==> src/rtl/line_fill_responder.sv <==
// ---------------------------------------------------------------------------
// line_fill_responder
//
// Purpose: services one cache line fill at a time. A request (tag/index/
// critical word) is captured in IDLE, sixteen word reads are issued to memory
// in FETCH while the in-order read data is collected into a line register,
// and the completed line is offered to the cache in DELIVER until it is
// accepted.
//
// Optional feature (compile-time macro LINE_FILL_CRITICAL_WORD_FIRST_EN):
//   defined   -> the burst starts at the requested word and wraps (critical
//                word first).
//   undefined -> the burst always starts at word 0 and req_word is ignored.
//
// Handshakes: every channel uses valid/ready. A transfer happens on a rising
// clock edge where both valid and ready are high. Once valid rises it stays
// high, with its payload unchanged, until that transfer happens. The read
// data return (mem_rdata_valid) has no ready and is always accepted while a
// fill is collecting.
//
// Ports:
//   clk, reset        clock; synchronous active-high reset
//   req_valid/ready   line fill request; req_tag = addr[31:14],
//                     req_index = addr[13:6], req_word = addr[5:2]
//   mem_req_valid/    word read address channel; mem_addr is word aligned
//   mem_req_ready
//   mem_rdata_valid,  in-order read data return
//   mem_rdata
//   fill_valid/ready  completed line with fill_index, fill_tag, fill_data
//   busy              high whenever a fill is in progress (not IDLE)
//   state_dbg         current FSM state, for checkers and debug
// ---------------------------------------------------------------------------
module line_fill_responder #(
  parameter int LINE_WIDTH = 512,
  parameter int WORD_WIDTH = 32
) (
  input  logic                  clk,
  input  logic                  reset,
  // request channel
  input  logic                  req_valid,
  input  logic [17:0]           req_tag,
  input  logic [7:0]            req_index,
  input  logic [3:0]            req_word,
  output logic                  req_ready,
  // memory read channel
  output logic                  mem_req_valid,
  output logic [31:0]           mem_addr,
  input  logic                  mem_req_ready,
  input  logic                  mem_rdata_valid,
  input  logic [WORD_WIDTH-1:0] mem_rdata,
  // fill channel
  output logic                  fill_valid,
  input  logic                  fill_ready,
  output logic [7:0]            fill_index,
  output logic [17:0]           fill_tag,
  output logic [LINE_WIDTH-1:0] fill_data,
  output logic                  busy,
  output logic [1:0]            state_dbg
);

  localparam int BEATS  = LINE_WIDTH / WORD_WIDTH;
  localparam int SLOT_W = 4;
  localparam int CNT_W  = SLOT_W + 1;
  localparam logic [CNT_W-1:0] BEATS_C = CNT_W'(BEATS);
  localparam logic [CNT_W-1:0] LAST_C  = CNT_W'(BEATS - 1);

`ifdef LINE_FILL_CRITICAL_WORD_FIRST_EN
  localparam bit CWF_EN = 1'b1;
`else
  localparam bit CWF_EN = 1'b0;
`endif

  localparam logic [1:0] S_IDLE    = 2'd0;
  localparam logic [1:0] S_FETCH   = 2'd1;
  localparam logic [1:0] S_DELIVER = 2'd2;

  logic [1:0]            state_q, state_d;
  logic [17:0]           tag_q, tag_d;
  logic [7:0]            index_q, index_d;
  logic [SLOT_W-1:0]     start_q, start_d;
  logic [CNT_W-1:0]      issue_q, issue_d;
  logic [CNT_W-1:0]      recv_q, recv_d;
  logic [LINE_WIDTH-1:0] data_q, data_d;

  logic                  issue_fire;
  logic                  recv_fire;
  logic [SLOT_W-1:0]     issue_slot;
  logic [SLOT_W-1:0]     recv_slot;

  // Slots wrap modulo 16 because the sum is truncated to SLOT_W bits.
  assign issue_slot = start_q + issue_q[SLOT_W-1:0];
  assign recv_slot  = start_q + recv_q[SLOT_W-1:0];

  // All status outputs come straight from registered state and counters.
  assign req_ready     = (state_q == S_IDLE);
  assign busy          = (state_q != S_IDLE);
  assign mem_req_valid = (state_q == S_FETCH) && (issue_q < BEATS_C);
  assign fill_valid    = (state_q == S_DELIVER);
  assign state_dbg     = state_q;

  // Address is forced to zero when no read is being offered so the bus is
  // quiet outside FETCH.
  assign mem_addr = mem_req_valid ? {tag_q, index_q, issue_slot, 2'b00} : 32'd0;

  assign fill_index = index_q;
  assign fill_tag   = tag_q;
  assign fill_data  = data_q;

  assign issue_fire = mem_req_valid && mem_req_ready;
  // Read data outside FETCH, or after the line is complete, is dropped.
  assign recv_fire  = (state_q == S_FETCH) && mem_rdata_valid && (recv_q < BEATS_C);

  always_comb begin
    state_d = state_q;
    tag_d   = tag_q;
    index_d = index_q;
    start_d = start_q;
    issue_d = issue_q;
    recv_d  = recv_q;
    data_d  = data_q;

    case (state_q)
      S_IDLE: begin
        if (req_valid) begin
          tag_d   = req_tag;
          index_d = req_index;
          start_d = CWF_EN ? req_word : '0;
          issue_d = '0;
          recv_d  = '0;
          state_d = S_FETCH;
        end
      end

      S_FETCH: begin
        if (issue_fire) begin
          issue_d = issue_q + 1'b1;
        end
        if (recv_fire) begin
          recv_d = recv_q + 1'b1;
          for (int k = 0; k < BEATS; k++) begin
            if (recv_slot == SLOT_W'(k)) begin
              data_d[k*WORD_WIDTH +: WORD_WIDTH] = mem_rdata;
            end
          end
          if (recv_q == LAST_C) begin
            state_d = S_DELIVER;
          end
        end
      end

      S_DELIVER: begin
        if (fill_ready) begin
          state_d = S_IDLE;
        end
      end

      default: begin
        state_d = S_IDLE;
      end
    endcase
  end

  always_ff @(posedge clk) begin
    if (reset) begin
      state_q <= S_IDLE;
      tag_q   <= '0;
      index_q <= '0;
      start_q <= '0;
      issue_q <= '0;
      recv_q  <= '0;
      data_q  <= '0;
    end else begin
      state_q <= state_d;
      tag_q   <= tag_d;
      index_q <= index_d;
      start_q <= start_d;
      issue_q <= issue_d;
      recv_q  <= recv_d;
      data_q  <= data_d;
    end
  end

endmodule

==> config.mk <==
export PLATFORM = sky130hd
export DESIGN_NAME = line_fill_responder
export DESIGN_NICKNAME = d
export VERILOG_FILES = /design/src/rtl/line_fill_responder.sv
export SDC_FILE = /design/constraint.sdc
export NUM_CORES = 1
export LEC_CHECK = 0
export ABC_AREA = 0
export ABC_CLOCK_PERIOD_IN_PS = 2400
export CAP_MARGIN = 25
export CORE_AREA = 2 2 253 255
export DETAILED_ROUTE_END_ITERATION = 10
export DIE_AREA = 0 0 255 257
export MAX_ROUTING_LAYER = met4
export PLACE_DENSITY = 0.73
export SLEW_MARGIN = 5
export SYNTH_ARGS = -nofsm -noshare
export SYNTH_HDL_FRONTEND = slang
export SYNTH_SLANG_ARGS = --single-unit
==> constraint.sdc <==
create_clock -name clk -period 2.4 [get_ports clk]
set_input_delay 0.72 -clock clk [delete_from_list [all_inputs] [get_ports clk]]
set_output_delay 0.72 -clock clk [all_outputs]
set_load 0.01 [all_outputs]
; ---- Word level (Yosys, flattened, before mapping)
; Cells that the tools add are included.
[word_totals]
in_bits = 68
regBits = 550
[op_classes]
order_cmp = 2
n_reduce_logical = 28
n_eq_ne = 23
add_sub_neg = 2
n_mux = 11
[ops]
columns = op, n
row1 = AND reduction 3 bit, 18
row2 = == test 4 bit (second input constant), 8
row3 = two-way mux 32 bit, 1
row4 = one-hot mux 5 bit (2 select lines), 2
row5 = == test 4 x 3 -> 1 bit (second input constant), 4
row6 = two-way mux 5 bit, 3
row7 = adder 5 x 1 -> 5 bit (second input constant), 2
row8 = less-than comparator 5 bit (second input constant), 2
row9 = == test 4 x 2 -> 1 bit (second input constant), 2
row10 = two-way mux 2 bit, 4
row11 = inequality test 2 bit (second input constant), 3
row12 = one-hot mux 2 bit (3 select lines), 1
row13 = == test 5 x 4 -> 1 bit (second input constant), 1
row14 = == test 4 x 1 -> 1 bit (second input constant), 1
row15 = logical AND 1 bit, 4
row16 = zero test 4 bit, 1
row17 = inequality test 2 x 1 -> 1 bit (second input constant), 2
row18 = AND reduction 4 bit, 1
row19 = nonzero test 2 bit, 2
row20 = == test 2 x 1 -> 1 bit (second input constant), 1
row21 = == test 2 bit (second input constant), 1
row22 = zero test 2 bit, 1
row23 = AND reduction 2 bit, 1

; ---- Longest topological paths before layout
[logic_depth]
word_depth = 5
mapped_depth = 7

; ---- Worst setup path before layout
; OpenSTA, ideal clock, no wires.
[synth_path]
path_type = reg2out
startpoint = register state_q[0] (netlist: state_dbg[0])
endpoint = output port mem_addr[22]
required_ns = 1.680
n_path_buf = 2
arrival_time_ns = 1.515
setup_slack_ns = 0.165
stages_incl_launch_ff = 5
cell_sequence = dfxtp_1 buf_2 nor3b_1 clkbuf_1 and2_1
[synth_between]
elab_chain_len = 3
[synth_lines]
columns = item, line_no
row1 = from (decl), 77  ; logic [1:0] state_q, state_d;
row2 = from (signal assigned), 173  ; state_q <= state_d;
row3 = == test 2 x 1 -> 1 bit, 97  ; assign mem_req_valid = (state_q == S_FETCH) && (issue_q < BEATS_C);
row4 = logical AND 1 bit, 97
row5 = net mem_req_valid, 46  ; output logic mem_req_valid,
row6 = two-way mux 32 bit, 103  ; assign mem_addr = mem_req_valid ? {tag_q, index_q, issue_slot, 2'b00} : 32'd0;
row7 = to (decl), 47  ; output logic [31:0] mem_addr,
; The timed path passes the listed nets, and every way through them passes these cells.

; ---- Worst setup path after layout
[layout_path]
startpoint = register issue_q[4]
endpoint = output port mem_addr[13]
[layout_between]
elab_chain_len = 3
[layout_lines]
columns = item, line_no
row1 = from (decl), 81  ; logic [CNT_W-1:0] issue_q, issue_d;
row2 = from (signal assigned), 177  ; issue_q <= issue_d;
row3 = less-than comparator 5 bit, 97
row4 = logical AND 1 bit, 97
row5 = two-way mux 32 bit, 103
; No other way between the ends.

==> impl_metrics.yaml <==
status:
  status: "complete, but fails checks"
  violations: "negative setup slack"
grt:
  grt_max_degree: 81
  grt_pass1_vias: 16900
  grt_antenna_before_repair: 3
  grt_use_total: 0.223
  grt.overflow.total: 0
  grt_first_pass_wirelength_um: 107000
detailed_routing:
  drc: 0
  wl_per_cell_um: 21.2
  antenna_left: 0
  drt_wl_total_um: 73800
  num_vias: 16400
  dr.pass1.iters: 4
  via_per_inst: 4.71
  drt_iter0_drc: 811
floorplan:
  core_mm2: 0.0627
  die_x_um: 255
  dieArea_mm2: 0.0655
  start_util: 0.346
  core.rowCount: 92
  die_h_um: 257
  ioPinCount: 644
timing:
  worst_pin_slew_ns: 0.544
  fmax_ghz: 0.410
  finalClockSkew_ns: 0.0136
  hold_viol_final: 0
  finalCritPeriodShare: 1.02
  setup-violations-final: 17
  rsz0062_at_grt: "true"
  finalCriticalPeriod_ns: 2.44
  slew_violations: 0
  layout_setup_ws_ns: -0.0404
  slew_headroom: 0.637
synth:
  synth_compound_area_frac: 0.0115
  synthXorXnorAreaFrac: 0
  synth_edf_count: 0
  synth_top_family_by_area: "multiplexers"
  synthSimpleGateAreaFrac: 0.194
  ys_warn_count: 0
  synthCells: 1997
  synth_cell_types: 37
  yosys_register_bits: 550
  synth_area_per_cell_um2: 10.9
  syn_area_mm2: 0.0217
  synth_fa_ha_area_frac: 0.00346
  synthMuxAreaShare: 0.236
  synthFlopType: "dfxtp_1"
  synth-async-reset-ratio: 0
  ys_seq_area_frac: 0.507
layout:
  area.sequential_mm2: 0.0110
  multi_input_area_mm2: 0.00976
  fin_nets: 2669
  final_cell_area_mm2: 0.0315
  syn_to_final_growth_pct: 45.0
  fillers: 5492
  drive_above_1_share: 0.100
critical_path:
  endpoint_kind: "output pin"
  crit_fanout: 10
  worst_ep_required_time_ns: 1.68
  critPathKind: "reg2out"
  start_kind: "flop"
  r2r_cells: 4
  cp_data_arrival_time_ns: 1.72
flow_run:
  drv_cap: 0
place:
  gp_congestion: 0.815
  dpl_worst_slack_ns: -0.118
  place.port_buffers: 637
  placed_area_mm2: 0.0294
  dp_hpwl_um: 52000
clocking:
  cts_made_buffers: 59
  cts_hold_buf: 0
  clk_pin_slew_ns: 0.06
  cts_tree: "yes"
  cts_buffer_depth: 3
  cts_sinks: 550
  clk_latency_ns: 0.61
  cts_root_buf: "clkbuf_16"
  ctsHtreeMaxLevel: 2
worst_hold_path:
  hold_path_class: "reg2reg"
  hold_depth: 2
power:
  power_density_mw_per_mm2: 635
  leakage_uw: 0.0144
  ir_drop_mv: 0.453
what timing repair did:
action,CTS,global route
pin swaps,3,2
resized for setup,160,8
setup buffers,4,1
gates cloned,2,0
endpoints found under the setup margin,36,33
through the flow:
| step | setup TNS [ns] | cells | power [uW] | hold slack (ns) | util |
|---|---|---|---|---|---|
| detailed placement | -7.09 | 3375 | 10600 | 0.463 | 0.468 |
| CTS | -2.32 | 3486 | 20200 | 0.473 | 0.502 |
| finish | -0.497 | 3487 | 20000 | 0.471 | 0.501 |
| global route | -2.65 | 3487 | 20600 | 0.485 | 0.501 |
| global placement | -3.63 | 3375 | 10500 | 0.458 | 0.468 |
| floorplan | 0 | 1998 | 9980 | 0.441 | - |
sequential cells by signal (all words and copies together), names as in the netlist:
register,flops
fill_index,8
recv_q,5
state_dbg,2
fill_tag,18
issue_q,5
fill_data,512
metal layers:
layer | routed length (um) | global-route usage | up-vias | share of wire
met5 | 0 | - | - | 0
met4 | 2300 | 0.0747 | 0 | 0.031
met3 | 4760 | 0.0550 | 129 | 0.064
met2 | 36500 | 0.380 | 482 | 0.49
met1 | 30200 | 0.253 | 8100 | 0.41
li1 | - | - | 7708 | -
critical path, stage by stage (launching register included):
cell and delay [ns]:
dfxtp_4 0.35, nor3b_4 0.24, buf_6 0.15, buf_12 0.12, and2_1 0.13, buf_2 0.13
final cells by class:
| type | instances | area share |
|---|---|---|
| antenna | 2 | 0.000159 |
| clock buffer | 80 | 0.0539 |
| clock inverter | 25 | 0.0114 |
| inverter | 7 | 0.000835 |
| multi-input combinational | 1242 | 0.310 |
| sequential | 550 | 0.350 |
| tap | 846 | 0.0337 |
| timing repair buffer | 735 | 0.239 |
worst paths after layout:
path	slack, ns	endpoint	start
min reg2reg	0.47	fill_tag[9]$_SDFFE_PP0P_	fill_tag[9]$_SDFFE_PP0P_
min	0.47	fill_tag[9]$_SDFFE_PP0P_	fill_tag[9]$_SDFFE_PP0P_
max	-0.04	mem_addr[13]	issue_q[4]$_SDFFE_PP0P_
max reg2reg	0.59	issue_q[3]$_SDFFE_PP0P_	state_dbg[1]$_SDFFE_PP0P_
Yosys cell counts (5+ instances only):
cell      number  area [um^2]
buf_4          5         37.5
nand3_2        5         50.1
nand3_1        8         40.0
ha_1           6         75.1
buf_6         23          259
buf_2         27          135
a21oi_1       34          170
and2_1        31          194
inv_1          7         26.3
dfxtp_1      550        11000
nand2_1       56          210
clkbuf_1     136          510
nand3_4        6          105
mux2i_1      512         5120
nand2b_1     546         3420
buf_1          7         26.3
report_power, final:
group          internal (uW)  switching, uW  total, uW  leakage, uW
sequential              9190           41.1       9230      0.00444
clock                   5790           3790       9580      0.00101
combinational            537            608       1150      0.00895
layout by cell type (no fill, tap or decap), drive strengths merged, types with 2 or more instances in the layout:
| cell type | count |
|---|---|
| a21oi | 34 |
| a221oi | 2 |
| and2 | 31 |
| and3 | 3 |
| buf | 130 |
| bufinv | 8 |
| clkbuf | 80 |
| clkdlybuf4s50 | 600 |
| clkinv | 12 |
| clkinvlp | 3 |
| conb | 2 |
| dfxtp | 550 |
| diode | 2 |
| dlygate4sd2 | 4 |
| ha | 6 |
| inv | 9 |
| mux2i | 512 |
| nand2 | 56 |
| nand2b | 546 |
| nand3 | 19 |
| nand4 | 6 |
| nand4bb | 2 |
| nor2 | 3 |
| nor2b | 4 |
| nor3b | 4 |
| o21ai | 3 |
kinds of logic (layout without fill, tap and decap cells):
group,Yosys count,after routing
flops,550,550
fa+ha+maj,6,6
simple gates,677,677
other cells,1,4
mux,512,512
buf+inv,206,847
compound gates,45,45
No activity file was read; power rests on OpenSTA's default activity.
